==> src/rtl/if_fetch_unit.sv <==
// Instruction fetch stage: owns the PC, issues credit-limited sequential fetches,
// queues returned words with their PCs and hands them to decode; redirects flush and drop stale responses.
module if_fetch_unit #(
    parameter int              XLEN       = 32,
    parameter logic [XLEN-1:0] RESET_PC   = 32'h0000_0000,
    parameter int              FIFO_DEPTH = 2
) (
    input  logic            clk,
    input  logic            rst,
    input  logic            redirect_valid,
    input  logic [XLEN-1:0] redirect_pc,
    output logic            imem_req_valid,
    input  logic            imem_req_ready,
    output logic [XLEN-1:0] imem_req_addr,
    input  logic            imem_rsp_valid,
    input  logic [31:0]     imem_rsp_data,
    input  logic            id_ready,
    output logic            if_valid,
    output logic [31:0]     if_instr,
    output logic [XLEN-1:0] if_pc
);
    localparam int AW = $clog2(FIFO_DEPTH);
    localparam int CW = AW + 1;

    typedef struct packed {
        logic [XLEN-1:0] pc;
        logic [31:0]     instr;
    } q_ent_t;

    q_ent_t          r_q [FIFO_DEPTH];
    logic [AW-1:0]   r_wp, r_rp;
    logic [CW-1:0]   r_cnt, r_out, r_drop;
    logic [XLEN-1:0] r_pc, r_resp_pc;
    logic            r_run;

    logic [CW+1:0]   w_inflight;
    logic            w_acc, w_keep, w_drop_rsp, w_push, w_pop;
    logic [XLEN-1:0] w_redir_pc;

    // Every issued request (live or stale) plus every queued word holds a slot,
    // so a response can never find the queue full.
    assign w_inflight = {2'b00, r_out} + {2'b00, r_drop} + {2'b00, r_cnt};
    assign imem_req_valid = r_run && !redirect_valid && (w_inflight < (CW+2)'(FIFO_DEPTH));
    assign imem_req_addr  = r_pc;

    assign w_acc      = imem_req_valid && imem_req_ready;
    assign w_keep     = imem_rsp_valid && (r_drop == '0);
    assign w_drop_rsp = imem_rsp_valid && (r_drop != '0);
    assign w_push     = w_keep && !redirect_valid;
    assign w_pop      = (r_cnt != '0) && id_ready && !redirect_valid;
    assign w_redir_pc = redirect_pc & ~XLEN'(3);

    assign if_valid = (r_cnt != '0);
    assign if_instr = if_valid ? r_q[r_rp].instr : '0;
    assign if_pc    = if_valid ? r_q[r_rp].pc    : '0;

    always_ff @(posedge clk or negedge rst) begin
        if (!rst) begin
            r_run     <= 1'b0;
            r_pc      <= RESET_PC;
            r_resp_pc <= RESET_PC;
            r_out     <= '0;
            r_drop    <= '0;
            r_cnt     <= '0;
            r_wp      <= '0;
            r_rp      <= '0;
        end else begin
            r_run <= 1'b1;
            if (redirect_valid) begin
                // A response landing now is stale either way and consumes one pending slot.
                r_pc      <= w_redir_pc;
                r_resp_pc <= w_redir_pc;
                r_drop    <= r_drop + r_out - CW'(imem_rsp_valid);
                r_out     <= '0;
                r_cnt     <= '0;
                r_wp      <= '0;
                r_rp      <= '0;
            end else begin
                if (w_acc)
                    r_pc <= r_pc + XLEN'(4);
                if (w_push) begin
                    r_resp_pc <= r_resp_pc + XLEN'(4);
                    r_wp      <= r_wp + AW'(1);
                end
                if (w_pop)
                    r_rp <= r_rp + AW'(1);
                if (w_drop_rsp)
                    r_drop <= r_drop - CW'(1);
                r_out <= r_out + CW'(w_acc) - CW'(w_keep);
                r_cnt <= r_cnt + CW'(w_push) - CW'(w_pop);
            end
        end
    end

    always_ff @(posedge clk) begin
        if (w_push)
            r_q[r_wp] <= '{pc: r_resp_pc, instr: imem_rsp_data};
    end
endmodule

==> config.mk <==
export PLATFORM = sky130hd
export DESIGN_NAME = if_fetch_unit
export DESIGN_NICKNAME = d
export VERILOG_FILES = /design/src/rtl/if_fetch_unit.sv
export SDC_FILE = /design/constraint.sdc
export NUM_CORES = 1
export LEC_CHECK = 0
export CAP_MARGIN = 15
export CORE_ASPECT_RATIO = 0.6
export CORE_MARGIN = 1.5
export CORE_UTILIZATION = 45
export DETAILED_ROUTE_END_ITERATION = 16
export DONT_BUFFER_PORTS = 1
export HOLD_SLACK_MARGIN = 0.06
export PLACE_DENSITY = 0.67
export SYNTH_ARGS = -nofsm -noshare
export SYNTH_HDL_FRONTEND = slang
export SYNTH_SLANG_ARGS = --single-unit
export TNS_END_PERCENT = 30
==> constraint.sdc <==
create_clock -name clk -period 6.3 [get_ports clk]
set_clock_uncertainty 0.2 [all_clocks]
set_input_delay 0.945 -clock clk [delete_from_list [all_inputs] [get_ports clk]]
set_output_delay 0.945 -clock clk [all_outputs]
set_load 0.01 [all_outputs]
==> metrics.csv <==
metric,value,unit
status,finished clean,
Synth Area in Compound Gates,0.0595,
period utilization,0.605,
antenna violations before repair,0,
Seq cells post-synth,193,
top_reg_cell synth,edfxtp_1,
PD cells,345,nW/µm²
I/O pins,168,
Tot GR Track Use,0.198,
largest fanout on the critical path,11,
Post-synth EDFFs,124,
Initial Utilization,0.460,
dpl cells,946,
CP bufs+invs,2,
Syn Inst Count,708,
CP Capture Type,output port,
min cycle time layout,3810,ps
Post-Synth Adder-Cell Area,0.0180,
Post-CTS Setup Bufs,0,
Routed wire per std cell,20.2,µm
crit-path cells,"inv_1, fa_1, inv_1, ha_1, nand4bb_1, nor2_1",
CTS tree,done,
CP Data Arrival Time,2670,ps
clk_lat worst skew,420,ps
Slew Limit Fails,0,
CTS buffer count,17,
"most common cell after layout, fill and taps aside",edfxtp_1,
sequential area share after synthesis,0.621,
GRT Residual Overflow,0,
Unique masters post-synth,45,
worst min-delay path class,in -> async,
row count,39,
WS Path Type,reg -> out,
Worst Path Required,5150,ps
Num Clock Sinks,193,
Vias,5686,
mux share of post-synthesis cell area,0.0910,
"delay-heaviest family, CP",adder cells,
routability cong.,0.889,
"Reg clk slew, reported paths",80,ps
core box area,19100,µm²
setup_tns,0,ps
"Async S/R FF share, synth",0.358,
Non-Filler Instances,979,
Yosys warnings,0,
CP peak stage delay,540,ps
f_max,262,MHz
Post-DP HPWL,13600,µm
most frequent cells in the layout,"edfxtp_1 (124), nor2_1 (99), dfrtp_1 (68), mux2i_1 (64), a31oi_1 (24)",
drt via density,5.81,
synthesis-to-finish area growth,10.1,%
first-pass GRT wire length,30600,µm
largest family of logic cells by synthesized area,simple AND/OR/NAND/NOR gates,
Detail Route Antenna Nets,0,
nets,782,
Peak supply drop,185,µV
CP Launch Point,r_cnt[1]$_DFF_PN0_,
"wirelength, routed",19800,µm
Die Area,20400,µm²
vias in the first global route,5467,
fraction of final layout cells sized beyond drive strength 1,0.0926,
endpoints failing setup,0,
RSZ-0062 raised after global routing,false,
initial drt markers,370,
drt drc,0,
clk buf depth,2,
XOR/XNOR Fraction of Synth Area,0.0310,
"Top cell by count, worst path",inv_1,
Final Util,0.506,
Resized cells post-CTS,0,
largest net degree at the start of global routing,77,
H-tree depth,4,
n_diodes,0,
slew margin rel.,0.215,
Final Hold Fails,0,
number of port buffers,0,
Hold Buf Count CTS,1,
Leak,3.31,nW
TritonRoute pass-1 iters,5,
slowest CP cell,fa_1,
simple-gate share of the synthesized area,0.150,
worst-margin pin slew,1170,ps
Reg-to-Reg Start,r_cnt[1]$_DFF_PN0_,
Critical Path Start Type,flop,
syn_area_per_cell,12.4,µm²
die span in x,183,µm
post-synthesis instance area,8770,µm²
CTS root buf,clkbuf_16,
max cap viols,0,
DIE HEIGHT,111,µm
## synthesized netlist by cell type, types with 2 or more instances
library cell / instances / area (µm²)
edfxtp_1: 124 / 3720
nor2_1: 101 / 379
dfrtp_1: 69 / 1730
mux2i_1: 64 / 641
a31oi_1: 24 / 150
inv_1: 24 / 90.1
nand3_1: 22 / 110
xnor2_1: 21 / 184
clkbuf_1: 19 / 71.3
nand2_1: 19 / 71.3
nor3_1: 16 / 80.1
or4_1: 16 / 120
o21ai_0: 15 / 75.1
mux2_2: 14 / 158
nand4_1: 14 / 87.6
nor4_1: 13 / 81.3
a21oi_1: 12 / 60.1
or3_1: 12 / 75.1
ha_1: 11 / 138
o31ai_1: 10 / 75.1
xor2_1: 10 / 87.6
a211oi_1: 9 / 67.6
and4_1: 9 / 78.8
buf_1: 8 / 30.0
nor2b_1: 7 / 43.8
o311a_1: 6 / 60.1
buf_2: 5 / 25.0
and3_1: 4 / 25.0
buf_4: 4 / 30.0
or2_2: 4 / 25.0
nand2b_1: 3 / 18.8
and2_1: 2 / 12.5
conb_1: 2 / 7.51
nor3b_1: 2 / 15.0
nor4bb_1: 2 / 20.0
or4_4: 2 / 22.5
## area by class of cell
class,count,area (µm²)
clock buffer,17,425
clock inverter,15,181
fill,1643,9430
inverter,24,90.1
multi-input combinational,457,3100
sequential,193,5450
tap,266,333
timing repair buffer,7,72.6
## flip-flops by register name, summed over array words and instances, names as in the netlist
register       count
imem_req_addr     30
r_cnt              2
r_drop             2
r_out              2
r_q              124
r_resp_pc         30
r_rp               1
r_run              1
r_wp               1
## worst reg2reg max path, stage by stage, from the launching register on
cell and delay [ps]:
dfrtp_1 400, inv_1 120, fa_1 540, inv_1 50, ha_1 310, nand4bb_1 480, nor4_2 1110, and2_1 340
o311a_1 170
## stage by stage
stage | worst slack (ps) | hold WS (ps) | cell area [µm²] | power (mW)
5_1_grt | 2290 | 208 | 9650 | 3.52
4_1_cts | 2470 | 200 | 9650 | 3.37
3_3_place_gp | 2710 | 307 | 9020 | 2.22
2_1_floorplan | 1350 | 248 | 8780 | 2.11
6_report | 2490 | 211 | 9650 | 3.33
3_5_place_dp | 2630 | 316 | 9020 | 2.26
## power breakdown
part           total (mW)  switching (mW)  internal [mW]
logic               0.619           0.389          0.230
registers            1.62           0.143           1.48
clock network        1.09           0.519          0.576
## cells by family after synthesis
group / Yosys count
xor+xnor: 31
buf+inv: 61
fa+ha+maj: 12
flops: 193
mux: 78
simple gates: 251
compound gates: 80
other cells: 2
## routing by layer
layer  share of wire  GRT usage  wire length [µm]  up-vias
li1                -          -                 -     2611
met1            0.47      0.296              9300     2759
met2            0.41      0.275              8190      291
met3            0.10     0.0558              2010       25
met4           0.015     0.0672               289        0
met5               0          0                 0        -
## worst paths after layout
path                                                       to  slack [ps]  cells after the start
worst max-delay path                           imem_req_valid        2490                      6
worst min-delay path             imem_req_addr[5]$_DFFE_PN0P_         210                      1
worst max register to register  imem_req_addr[29]$_DFFE_PN0P_        2530                      8
worst min register to register           r_q[1][62]$_DFFE_PP_         330                      0
max in group asynchronous                    r_rp$_DFFE_PN0P_        5400                      1
min in group clk                         r_q[1][62]$_DFFE_PP_         330                      0
No activity file was read; power rests on OpenSTA's default activity.
